[src/rtl/udp_tx_arb.sv]
// udp_tx_arb: round-robin owner of the single eth UDP transmit channel,
// shared by two frame sources in the gmii_tx_clk domain.
// Optional watchdog: define UDP_ARB_TIMEOUT_EN to abort a frame whose
// tx_rdy handshake stalls for WAIT_CYCLES cycles (pulses err and chN_done).
module udp_tx_arb #(
    parameter int WAIT_CYCLES = 1024
) (
    input  logic        gmii_tx_clk,
    input  logic        rst,
    input  logic        ch0_req,
    input  logic        ch1_req,
    input  logic [15:0] ch0_len,
    input  logic [15:0] ch1_len,
    output logic        ch0_grant,
    output logic        ch1_grant,
    output logic        ch0_rd,
    output logic        ch1_rd,
    input  logic [7:0]  ch0_data,
    input  logic [7:0]  ch1_data,
    output logic        ch0_done,
    output logic        ch1_done,
    output logic        udp_tx_en,
    output logic [15:0] udp_tx_data_num,
    input  logic        udp_tx_req,
    output logic [7:0]  udp_tx_data,
    input  logic        tx_rdy,
    output logic        busy,
    output logic        err
);

`ifdef UDP_ARB_TIMEOUT_EN
    localparam bit WD_EN = 1'b1;
`else
    localparam bit WD_EN = 1'b0;
`endif
    localparam logic [15:0] WD_LAST = 16'(WAIT_CYCLES - 1);

    localparam logic [2:0] S_IDLE      = 3'd0;
    localparam logic [2:0] S_START     = 3'd1;
    localparam logic [2:0] S_WAIT_BUSY = 3'd2;
    localparam logic [2:0] S_SEND      = 3'd3;
    localparam logic [2:0] S_WAIT_RDY  = 3'd4;

    logic [2:0]  state, state_nxt;
    logic        owner;      // 0 = ch0, 1 = ch1; held through WAIT_RDY
    logic        last;       // previous winner, loses the next tie
    logic        zero_len;   // current grant carried no payload
    logic        drop_q;     // previous cycle had a request we did not forward
    logic [15:0] byte_cnt;
    logic [15:0] wd_cnt;
    logic [1:0]  grant_q, done_q, rd_q;
    logic        en_q, err_q;

    logic        win_vld, win_ch;
    logic [15:0] win_len;
    logic        fwd, wd_hit, done_set;

    // Arbitration: a lone request wins, a tie goes to whoever was not last
    always_comb begin
        win_vld = ch0_req | ch1_req;
        win_ch  = (ch0_req & ch1_req) ? ~last : ch1_req;
        win_len = win_ch ? ch1_len : ch0_len;
    end

    // Forwarding and release conditions
    always_comb begin
        fwd      = ((state == S_WAIT_BUSY) || (state == S_SEND)) && udp_tx_req &&
                   (byte_cnt < udp_tx_data_num);
        wd_hit   = WD_EN && (state != S_IDLE) && (wd_cnt == WD_LAST);
        // A normal frame shows done during WAIT_RDY; an empty frame shows it
        // on the cycle after its grant (i.e. as WAIT_RDY is left).
        done_set = ((state == S_SEND) && tx_rdy) ||
                   ((state == S_WAIT_RDY) && zero_len) ||
                   (wd_hit && (state != S_WAIT_RDY));
    end

    // Next-state logic; a watchdog expiry always returns to IDLE
    always_comb begin
        state_nxt = state;
        case (state)
            S_IDLE:      if (win_vld) state_nxt = (win_len == 16'd0) ? S_WAIT_RDY : S_START;
            S_START:     if (tx_rdy)  state_nxt = S_WAIT_BUSY;
            S_WAIT_BUSY: if (!tx_rdy) state_nxt = S_SEND;
            S_SEND:      if (tx_rdy)  state_nxt = S_WAIT_RDY;
            S_WAIT_RDY:               state_nxt = S_IDLE;
            default:                  state_nxt = S_IDLE;
        endcase
        if (wd_hit) state_nxt = S_IDLE;
    end

    // Main sequencer: ownership, registered pulses and byte counting
    always_ff @(posedge gmii_tx_clk) begin
        if (rst) begin
            state           <= S_IDLE;
            owner           <= 1'b0;
            last            <= 1'b1;
            zero_len        <= 1'b0;
            drop_q          <= 1'b0;
            byte_cnt        <= 16'd0;
            udp_tx_data_num <= 16'd0;
            grant_q         <= 2'b00;
            done_q          <= 2'b00;
            rd_q            <= 2'b00;
            en_q            <= 1'b0;
            err_q           <= 1'b0;
        end else begin
            state   <= state_nxt;
            grant_q <= 2'b00;
            done_q  <= 2'b00;
            rd_q    <= 2'b00;
            en_q    <= 1'b0;
            err_q   <= wd_hit;
            drop_q  <= udp_tx_req && !fwd;
            if ((state == S_IDLE) && win_vld) begin
                owner            <= win_ch;
                last             <= win_ch;
                udp_tx_data_num  <= win_len;
                zero_len         <= (win_len == 16'd0);
                grant_q[win_ch]  <= 1'b1;
            end
            if ((state == S_START) && tx_rdy && !wd_hit) begin
                en_q     <= 1'b1;
                byte_cnt <= 16'd0;
            end
            if (fwd) begin
                rd_q[owner] <= 1'b1;
                byte_cnt    <= byte_cnt + 16'd1;
            end
            if (done_set) done_q[owner] <= 1'b1;
        end
    end

    // Watchdog: counts cycles in the current non-IDLE state, restarts on any change
    always_ff @(posedge gmii_tx_clk) begin
        if (rst || !WD_EN || (state == S_IDLE) || (state_nxt != state))
            wd_cnt <= 16'd0;
        else
            wd_cnt <= wd_cnt + 16'd1;
    end

    assign ch0_grant   = grant_q[0];
    assign ch1_grant   = grant_q[1];
    assign ch0_done    = done_q[0];
    assign ch1_done    = done_q[1];
    assign ch0_rd      = rd_q[0];
    assign ch1_rd      = rd_q[1];
    assign udp_tx_en   = en_q;
    assign err         = err_q;
    assign busy        = (state != S_IDLE);
    // Owner's byte goes straight through; padding bytes beyond the length are 0
    assign udp_tx_data = ((state == S_IDLE) || drop_q) ? 8'h00 :
                         (owner ? ch1_data : ch0_data);

endmodule

[config.mk]
export PLATFORM = sky130hd
export DESIGN_NAME = udp_tx_arb
export DESIGN_NICKNAME = d
export VERILOG_FILES = /design/src/rtl/udp_tx_arb.sv
export SDC_FILE = /design/constraint.sdc
export NUM_CORES = 1
export LEC_CHECK = 0
export BUFFER_PORTS_ARGS = -buffer_cell sky130_fd_sc_hd__buf_2
export CAP_MARGIN = 40
export CORE_ASPECT_RATIO = 0.8
export CORE_MARGIN = 3
export CORE_UTILIZATION = 55
export DETAILED_ROUTE_END_ITERATION = 10
export GPL_TIMING_DRIVEN = 0
export PLACE_DENSITY_LB_ADDON = 0.25
export SLEW_MARGIN = 25
export SYNTH_ARGS = -nofsm -noshare
export SYNTH_HDL_FRONTEND = slang
export SYNTH_SLANG_ARGS = --single-unit
[constraint.sdc]
create_clock -name gmii_tx_clk -period 5.17 [get_ports gmii_tx_clk]
set_input_delay 0.2585 -clock gmii_tx_clk [delete_from_list [all_inputs] [get_ports gmii_tx_clk]]
set_output_delay 0.2585 -clock gmii_tx_clk [all_outputs]
set_load 0.01 [all_outputs]
# Word-level counts from Yosys, hierarchy flattened
# Index checks and enable logic that the tools add are counted.
dict set report totals {
  out_inout_bits 33
  ff_bits 46
}
dict set report op_classes {
  magnitude_cmp 5
  muxes 17
  reduce_logical 21
  bitwise 6
  eq_ne 8
  add_sub_neg 1
}
# operator n
set ops {}
lappend ops {{2-to-1 mux 16 bit} 3}
lappend ops {{adder 16 x 1 -> 16 bit (second input constant)} 1}
lappend ops {{zero test 16 bit} 1}
lappend ops {{less-than comparator 16 bit} 1}
lappend ops {{2-to-1 mux 8 bit} 2}
lappend ops {{2-to-1 mux 3 bit} 5}
lappend ops {{case mux 3 bit (4 select lines)} 1}
lappend ops {{logical AND 1 bit} 9}
lappend ops {{!= test 2 bit (second input constant)} 4}
lappend ops {{equality test 3 x 2 -> 1 bit (second input constant)} 2}
lappend ops {{OR reduction 2 bit} 3}
lappend ops {{less-than comparator 1 x 2 -> 1 bit (second input constant)} 2}
lappend ops {{2-to-1 mux 1 bit} 4}
lappend ops {{inverter 1 bit} 4}
lappend ops {{AND reduction 4 bit} 1}
lappend ops {{equality test 3 x 1 -> 1 bit (second input constant)} 1}
lappend ops {{equality test 3 bit (second input constant)} 1}
lappend ops {{zero test 3 bit} 1}
lappend ops {{logical OR 1 bit} 3}
lappend ops {{nonzero test 3 bit} 1}
lappend ops {{demux 1 bit (select 1 bit)} 2}
lappend ops {{>= comparator 1 bit (second input constant)} 2}
lappend ops {{nonzero test 2 bit} 1}
lappend ops {{AND 1 bit} 1}
lappend ops {{2 further kinds} 2}

# Longest topological paths before layout
# Gate-level depths: netlist (run 1).
dict set report logic_depth {
  ltp_word 7
  ltp_mapped 9
}

# Worst setup path after synthesis (run 1)
# Ideal clock, no wire load.
dict set report synth_path {
  path_kind {register -> register}
  start {reg udp_tx_data_num[15]}
  end {reg byte_cnt[5]}
  arrival_time_ns 2.194
  setup_slack_ns 2.856
  path_stages_with_launch 10
  path_buffers 1
  path_cell_list {dfxtp_1 inv_1 ha_1 nand4_1 or3_4 a2111oi_4 nor4_4 buf_6 nor3b_2 a211o_1}
}
dict set report synth_via {
  elab_chain_cells 3
  elab_cells_between_ends 4
  classes_between {order compare: 1; mux: 1; reduce/logical: 2}
}
# element line
set synth_rtl {}
lappend synth_rtl {{start, declared} 23} ;# output logic [15:0] udp_tx_data_num,
lappend synth_rtl {{start signal, assigned} 117} ;# udp_tx_data_num <= win_len;
lappend synth_rtl {{less-than comparator 16 bit *} 68} ;# (byte_cnt < udp_tx_data_num);
lappend synth_rtl {{logical AND 1 bit *} 67} ;# fwd = ((state == S_WAIT_BUSY) || (state == S_SEND)) && udp_tx_req &&
lappend synth_rtl {{2-to-1 mux 16 bit or nonzero test 2 bit (tied branches)} -}
lappend synth_rtl {{end signal, assigned} 127} ;# byte_cnt <= byte_cnt + 16'd1;
lappend synth_rtl {{end, declared} 49} ;# logic [15:0] byte_cnt;
# Every way passes the cells marked *; elsewhere a longest branch is shown, timed or not.
# A chain may end at the register's enable or synchronous reset.

# Worst setup path after layout (run 1)
dict set report layout_path {
  start {reg udp_tx_data_num[15]}
  end {reg byte_cnt[14]}
}
# Same word-level chain as after synthesis.

==> results of run 1 <==
==> per-layer routing <==
layer	part of all wire (%)	vias to the layer above	global-route usage, %
met1	45	1185	34.11
met4	1.3	0	7.510
met3	9.0	10	6.651
met5	0	-	0
li1	-	1273	-
met2	44	101	40.33
==> kinds of logic after synthesis <==
family                   count (synthesis)  share of synthesized area [%]
AO/OA/AOI/OAI                           52                          15.09
XOR/XNOR                                 7                          2.254
adder cells (fa/ha/maj)                 16                          7.360
other                                    1                         0.1379
AND/OR/NAND/NOR                        112                          24.24
flip-flops                              46                          33.85
buffers and inverters                   33                          5.749
multiplexers                            30                          11.32
==> stage by stage <==
stage | instances | util (%) | setup slack, ns | hold WS, ns
floorplan | 297 | - | 2.856 | 0.4251
global placement | 442 | 68.82 | 2.642 | 0.4991
detailed placement | 442 | 68.82 | 2.650 | 0.5112
CTS | 450 | 70.78 | 2.611 | 0.2356
global route | 450 | 70.78 | 2.422 | 0.2524
finish | 450 | 70.78 | 2.608 | 0.2427
==> power by group <==
group | internal [W] | total (W) | switching, W
combinational | 0.0000917 | 0.000213 | 0.000121
clock | 0.000108 | 0.000233 | 0.000125
sequential | 0.000378 | 0.000396 | 0.0000186
total | 0.000577 | 0.000842 | 0.000265
==> path summary, 6_finish.rpt <==
kind | endpoint | slack, ns | cells after the start
worst max-delay path | byte_cnt[14] | 2.61 | 9
worst min-delay path | drop_q | 0.24 | 2
worst max register to register | byte_cnt[14] | 2.61 | 9
worst min register to register | byte_cnt[15] | 0.52 | 1
==> critical path, stage by stage, from the launching register on <==
cell       delay (ns)
dfxtp_1          0.37
inv_1            0.06
ha_1             0.31
nand4_1          0.17
or3_4            0.45
a2111oi_4        0.35
nor3_4           0.10
nor3_4           0.34
buf_6            0.20
a22o_1           0.15
==> sequential cells by signal, summed over array words and instances, names as in the netlist <==
| register | cells |
|---|---|
| byte_cnt | 16 |
| udp_tx_data_num | 16 |
| state | 3 |
| done_q | 2 |
| grant_q | 2 |
| rd_q | 2 |
| drop_q | 1 |
| last | 1 |
| owner | 1 |
| udp_tx_en | 1 |
| zero_len | 1 |
==> final cells by class <==
type                       count  area, µm²  share of cell area [%]
multi-input combinational    218       1643                   49.60
sequential                    46      920.9                   27.81
timing repair buffer          85      425.4                   12.84
buffer                        15      88.84                   2.682
clock buffer                   7      86.33                   2.607
tap                           60      75.07                   2.267
inverter                      18      67.56                   2.040
clock inverter                 1      5.005                  0.1511
==> synth_stat cells, types with 2 or more instances <==
cell | instances | area, µm²
dfxtp_1 | 46 | 920.9
nor2_1 | 35 | 131.4
mux2i_1 | 27 | 270.3
a211oi_1 | 18 | 135.1
inv_1 | 18 | 67.56
ha_1 | 16 | 200.2
and3_1 | 10 | 62.56
nand2_1 | 9 | 33.78
nand3_1 | 9 | 45.04
nor4_1 | 9 | 56.30
nor3_1 | 7 | 35.03
a211o_1 | 6 | 52.55
nand4_1 | 6 | 37.54
a21oi_1 | 5 | 25.02
clkbuf_1 | 5 | 18.77
o21ai_0 | 5 | 25.02
a22o_1 | 4 | 35.03
and3b_1 | 4 | 35.03
xor2_1 | 4 | 35.03
buf_1 | 3 | 11.26
buf_6 | 3 | 33.78
nand2b_1 | 3 | 18.77
nor2b_1 | 3 | 18.77
nor3b_1 | 3 | 22.52
nor3b_2 | 3 | 37.54
o2bb2ai_1 | 3 | 26.28
xnor2_1 | 3 | 26.28
a31oi_1 | 2 | 12.51
buf_2 | 2 | 10.01
buf_4 | 2 | 15.01
mux2_2 | 2 | 22.52
nor3_4 | 2 | 32.53
o21ai_1 | 2 | 10.01
or2_2 | 2 | 12.51
or3_4 | 2 | 22.52
==> results.json, run 1 <==
{
  "status": "finished, final reports clean",
  "synth_warnings": 0,
  "avgSynthCellArea_um2": 9.159,
  "htree_num_levels": 2,
  "die_w_um": 84.63,
  "grt_pass1_vias": 2408,
  "ys_seq_area_share_pct": 33.85,
  "leakagePower_nw": 1.529,
  "cts-root-buf": "clkbuf_8",
  "worstSetupStartpoint": "udp_tx_data_num[15]",
  "hold_path.class": "in2reg",
  "layout_commonest_cell": "buf_2",
  "synth_nets": 367,
  "nFillCells": 383,
  "required_ns": 5.43,
  "rows": 22,
  "portBuffers": 85,
  "drtPass1Iterations": 5,
  "start_util_pct": 58.13,
  "arrival_ns": 2.82,
  "cts.path.max_buffers": 2,
  "clkTransAtPathRegs_ns": 0.09,
  "placed_area_um2": 3221,
  "post_cts_buffers": 0,
  "cap_violations": 0,
  "fp.dieH_um": 68.90,
  "core_area_um2": 4679,
  "cts.sinks": 46,
  "drc_errors": 0,
  "vias": 2569,
  "drv_slew": 0,
  "nNetsFinal": 459,
  "drt_iter0_drc": 135,
  "netlist_area_um2": 2720,
  "wl_per_cell_um": 15.33,
  "clk_latency_ns": 0.31,
  "hold_buffers": 0,
  "cts_buffers": 5,
  "dieArea_um2": 5831,
  "synth_edf_count": 0,
  "period_share_pct": 49.55,
  "grt_pass1_wl_um": 11490,
  "async_reset_ff_share_pct": 0,
  "relSlewSlack_pct": 54.80,
  "p_per_area_nw_per_um2": 254.3,
  "worst_pin_slew_ns": 0.6780,
  "drt_wl_total_um": 6898,
  "grt_setup_unrepaired": "no",
  "antenna_found_initial": 0,
  "final_layout_size_suffix_gt1_share_pct": 29.49,
  "setup-violations-final": 0,
  "crit_type": "reg2reg",
  "grt_overflow_total": 0,
  "clock_skew_ns": 0.003393,
  "hp-start": "udp_tx_req",
  "fmax_mhz": 390.3,
  "area_growth_pct": 21.76,
  "finalHoldViolCount": 0,
  "synthFlopType": "dfxtp_1",
  "place_hpwl_um": 5448,
  "setup_tns_ns": 0,
  "vdd_drop_max_v": 0.0001469,
  "timing.rr.start": "udp_tx_data_num[15]",
  "antennaDiodeCount": 0,
  "end_kind": "flip-flop",
  "globalRouteTotalUtil_pct": 25.32,
  "cts-resized-gates": 0,
  "ioPinCount": 87,
  "synth_cell_types": 49,
  "p_total_w": 0.0008421,
  "synth-seq-cells": 46,
  "cp-start-kind": "flip-flop",
  "viasPerCell": 5.709,
  "cp_max_fo": 10,
  "place.gp.congestion": 0.9303,
  "cts_tree": "done",
  "synthCells": 297,
  "fin_area_um2": 3312,
  "min_period_ns": 2.562,
  "grt_max_degree": 14,
  "ant_nets": 0,
  "layout_common_cells": "buf_2, dfxtp_1, nor2_1"
}
No activity file was read; power rests on OpenSTA's default activity.
==> inputs of run 2 (changes only) <==
- CORE_UTILIZATION: 55 -> 46
- clock period: 5.17 -> 2.16 ns (I/O delays scaled with it)
==> run 2 against run 1 <==
- the run now ends with setup timing left
- wire length grew 14%
- sequential share of layout area shrank 2.2 points
- utilization shrank 5.3 points
- highest routed layer unchanged
==> results.json, run 2 (synthesis results as in run 1) <==
{
  "grt_pass1_wl_um": 12900,
  "clkTransAtPathRegs_ns": 0.09,
  "core_area_um2": 5585,
  "cap_violations": 0,
  "crit_chain": "inv_2 > ha_4 > nand4_1 > or3_4 > a2111oi_4 > buf_4 > buf_6 > nor3_4 > nor3_4 > buf_6 > a22o_1",
  "hold_path.class": "in2reg",
  "layout_common_cells": "buf_2, dfxtp_1, nor2_1",
  "fin_area_um2": 3657,
  "layout_commonest_cell": "buf_2",
  "grt_overflow_total": 0,
  "place_hpwl_um": 5657,
  "final_layout_size_suffix_gt1_share_pct": 39.08,
  "place.gp.congestion": 0.7929,
  "finalHoldViolCount": 0,
  "wl_per_cell_um": 16.07,
  "crit_slowest_cell": "or3_4",
  "setup_slack_ns": -0.2699,
  "fp.dieH_um": 74.78,
  "relSlewSlack_pct": 55.50,
  "drc_errors": 0,
  "dieArea_um2": 6878,
  "fmax_mhz": 411.5,
  "vdd_drop_max_v": 0.0004074,
  "cts.sinks": 46,
  "htree_num_levels": 2,
  "viasPerCell": 5.480,
  "path_buf_inv": 4,
  "antenna_found_initial": 0,
  "grt_setup_unrepaired": "yes",
  "pre_cts_ws_ns": -0.3527,
  "cts-root-buf": "clkbuf_8",
  "fin_util_pct": 65.48,
  "vias": 2685,
  "required_ns": 2.40,
  "cts_buffers": 5,
  "start_util_pct": 48.70,
  "hold_buffers": 0,
  "drv_slew": 0,
  "grt_pass1_vias": 2691,
  "ant_nets": 0,
  "drtPass1Iterations": 4,
  "arrival_ns": 2.67,
  "period_share_pct": 112.5,
  "cp_max_fo": 5,
  "cts_tree": "done",
  "area_growth_pct": 34.45,
  "min_period_ns": 2.430,
  "drt_wl_total_um": 7875,
  "drt_iter0_drc": 192,
  "cp-start-kind": "flip-flop",
  "antennaDiodeCount": 0,
  "nNetsFinal": 481,
  "ioPinCount": 87,
  "end_kind": "flip-flop",
  "clk_latency_ns": 0.30,
  "clock_skew_ns": 0.005356,
  "slowest_delay_ns": 0.44,
  "worst_pin_slew_ns": 0.6676,
  "die_w_um": 91.98,
  "grt_max_degree": 15,
  "rows": 24,
  "placed_area_um2": 3252,
  "status": "finished, violations left",
  "cp_top_family": "simple AND/OR/NAND/NOR gates",
  "cts.path.max_buffers": 2,
  "globalRouteTotalUtil_pct": 23.73,
  "violations": "setup timing",
  "top_regs": "byte_cnt (16), udp_tx_data_num (16), state (3)",
  "setup-violations-final": 19,
  "instances_no_fill": 490,
  "p_per_area_nw_per_um2": 602.4,
  "p_total_w": 0.002203,
  "portBuffers": 85,
  "leakagePower_nw": 1.677,
  "crit_type": "reg2reg",
  "dp_cells": 460
}
## run 2: cell types whose count changed in the layout (fill, tap and decap cells not counted), sizes merged
cell    before  now
clkbuf      12   10
clkinv       1    2
buf         95  117
bufinv       0    1
## run 2: repair_timing
item / in CTS / in global routing
setup buffers: 17 / 3
resized for setup: 26 / 8
cloned: 2 / 0
pin swaps: 13 / 9
setup endpoints to repair: 21 / 23
## run 2: per-stage QoR
step	hold WS [ns]	setup TNS (ns)
finish	0.1129	-4.279
global route	0.09588	-6.232
CTS	0.09245	-4.519
detailed placement	0.4134	-5.046
global placement	0.4008	-4.190
floorplan	0.2746	-1.198
## run 2: worst paths after layout
path,start,end,slack (ns),depth (start not counted)
hold reg to reg,zero_len,zero_len,0.51,2
setup / recovery,udp_tx_data_num[15],byte_cnt[14],-0.27,11
hold / removal,udp_tx_req,drop_q,0.11,2
setup reg to reg,udp_tx_data_num[15],byte_cnt[14],-0.27,11
## run 2: report_power, final
group | internal [W] | switching [W]
clock | 0.000341 | 0.000305
combinational | 0.000283 | 0.000325
sequential | 0.000903 | 0.0000457
total | 0.00153 | 0.000676
## run 2: routing by layer
| metal | vias to the layer above | share of wire (%) | global-route usage, % |
|---|---|---|---|
| li1 | 1319 | - | - |
| met5 | - | 0 | 0 |
| met4 | 0 | 0.94 | 6.590 |
| met2 | 88 | 48 | 41.34 |
| met3 | 7 | 5.9 | 3.596 |
| met1 | 1271 | 45 | 31.24 |
## run 2: area by class of cell
cell class / instances / area, µm²
sequential: 46 / 935.9
timing repair buffer: 107 / 606.8
inverter: 18 / 67.56
clock inverter: 3 / 40.04
clock buffer: 5 / 68.82
fill: 471 / 1928
buffer: 15 / 90.09
tap: 78 / 97.59
multi-input combinational: 218 / 1750
## run 2: worst register-to-register path, stage by stage (launching register included)
cell	delay, ns
dfxtp_2	0.36
inv_2	0.05
ha_4	0.26
nand4_1	0.15
or3_4	0.44
a2111oi_4	0.19
buf_4	0.19
buf_6	0.10
nor3_4	0.04
nor3_4	0.28
buf_6	0.18
a22o_1	0.14
==> inputs of run 3 (changes only) <==
- RECOVER_POWER: unset -> 25
==> run 3 against run 2 <==
- the run still ends with setup timing left
- sequential cell count unchanged
- fmax is 0.19% higher
- final cell count is the same
==> results.json, run 3 (synthesis results as in run 1) <==
{
  "status": "finished, violations left",
  "violations": "setup timing",
  "rows": 24,
  "holdPathStages": 2,
  "cap_violations": 0,
  "finalHoldViolCount": 0,
  "multi_input_area_um2": 1750,
  "portBuffers": 85,
  "drt_iter0_drc": 191,
  "crit_type": "reg2reg",
  "place_hpwl_um": 5657,
  "period_share_pct": 112.3,
  "cts_buffers": 5,
  "globalRouteTotalUtil_pct": 23.73,
  "antenna_found_initial": 0,
  "core_area_um2": 5585,
  "setup-violations-final": 19,
  "antennaDiodeCount": 0,
  "worst_pin_slew_ns": 0.6688,
  "place.gp.congestion": 0.7929,
  "drv_slew": 0,
  "grt_pass1_wl_um": 12900,
  "dieArea_um2": 6878,
  "pre_cts_ws_ns": -0.3527,
  "top_regs": "byte_cnt (16), udp_tx_data_num (16), state (3)",
  "relSlewSlack_pct": 55.41,
  "final_layout_size_suffix_gt1_share_pct": 35.68,
  "nNetsFinal": 481,
  "fmax_mhz": 412.3,
  "cp_max_fo": 5,
  "arrival_ns": 2.62,
  "leakagePower_nw": 1.621,
  "cp-start-kind": "flip-flop",
  "nFillCells": 480,
  "viasPerCell": 5.490,
  "htree_num_levels": 2,
  "ioPinCount": 87,
  "clock_skew_ns": 0.006740,
  "min_period_ns": 2.425,
  "grt_max_degree": 15,
  "whs_ns": 0.1131,
  "ant_nets": 0,
  "clk_latency_ns": 0.30,
  "layout_commonest_cell": "buf_2",
  "dp_cells": 460,
  "instances_no_fill": 490,
  "start_util_pct": 48.70,
  "p_per_area_nw_per_um2": 604.3,
  "die_w_um": 91.98,
  "drc_errors": 0,
  "grt_overflow_total": 0,
  "layout_common_cells": "buf_2, dfxtp_1, nor2_1",
  "drtPass1Iterations": 5,
  "grt_setup_unrepaired": "yes",
  "area_growth_pct": 33.81,
  "cts.path.max_buffers": 2,
  "hold_buffers": 0,
  "wl_per_cell_um": 16.09,
  "drt_wl_total_um": 7882,
  "cts.sinks": 46,
  "r2r_cells": 10,
  "vias": 2690,
  "fp.dieH_um": 74.78,
  "hold_path.class": "in2reg",
  "grt_pass1_vias": 2691,
  "clkTransAtPathRegs_ns": 0.09,
  "required_ns": 2.36,
  "end_kind": "flip-flop",
  "cts-root-buf": "clkbuf_8",
  "setup_slack_ns": -0.2654,
  "register_area_um2": 935.9,
  "cts_tree": "done",
  "vdd_drop_max_v": 0.0003995
}
-- run 3: cell types whose count changed in the layout (fill, tap and decap cells not counted) --
| cell | change |
|---|---|
| clkbuf_1 | +14 |
| buf_2 | -14 |
-- run 3: final timing paths --
kind	from	slack, ns	end
setup reg to reg	udp_tx_data_num[15]	-0.27	byte_cnt[8]
setup / recovery	udp_tx_data_num[15]	-0.27	byte_cnt[8]
hold / removal	udp_tx_req	0.11	drop_q
hold reg to reg	zero_len	0.51	zero_len
-- run 3: stage by stage --
stage / total power [W] / util [%] / setup TNS (ns) / instance area, µm²
finish: 0.002199 / 65.17 / -4.190 / 3640
global route: 0.002309 / 65.17 / -6.232 / 3640
CTS: 0.002186 / 64.40 / -4.519 / 3597
detailed placement: 0.001480 / 58.22 / -5.046 / 3252
global placement: 0.001464 / 58.22 / -4.190 / 3252
floorplan: 0.001281 / - / -1.198 / 2729
-- run 3: layout make-up --
type,count,area share [%]
buffer,15,2.475
clock inverter,3,1.100
tap,78,2.681
multi-input combinational,218,48.09
sequential,46,25.71
clock buffer,5,1.891
timing repair buffer,107,16.19
inverter,18,1.856
-- run 3: routing by layer --
metal  GRT usage (%)  up-vias  part of all wire, %
li1                -     1315                    -
met1           31.24     1275                   45
met2           41.34       93                   48
met3           3.596        7                  5.9
met4           6.590        0                 0.94
met5               0        -                    0
-- run 3: power breakdown --
| group | leakage (nW) | switching (W) | internal, W | total (W) |
|---|---|---|---|---|
| logic | 1.18 | 0.000326 | 0.000277 | 0.000603 |
| registers | 0.380 | 0.0000462 | 0.000903 | 0.000949 |
| clock network | 0.0579 | 0.000306 | 0.000341 | 0.000647 |
| total | 1.62 | 0.000678 | 0.00152 | 0.00220 |
-- run 3: worst max-delay path, stage by stage (launching register included) --
cell and delay [ns]:
dfxtp_2 0.36, inv_2 0.05, ha_4 0.26, nand4_1 0.15
or3_4 0.44, buf_4 0.15, a31oi_4 0.20, nor4_4 0.10
buf_4 0.17, and3b_1 0.18, a211o_1 0.26
-- run 3: repair_timing --
action | in CTS | in global routing
gates cloned | 2 | 0
pin swaps | 13 | 9
buffers inserted | 17 | 3
resized for setup | 26 | 8
hold endpoints to repair | 0 | 0
endpoints found under the setup margin | 21 | 23
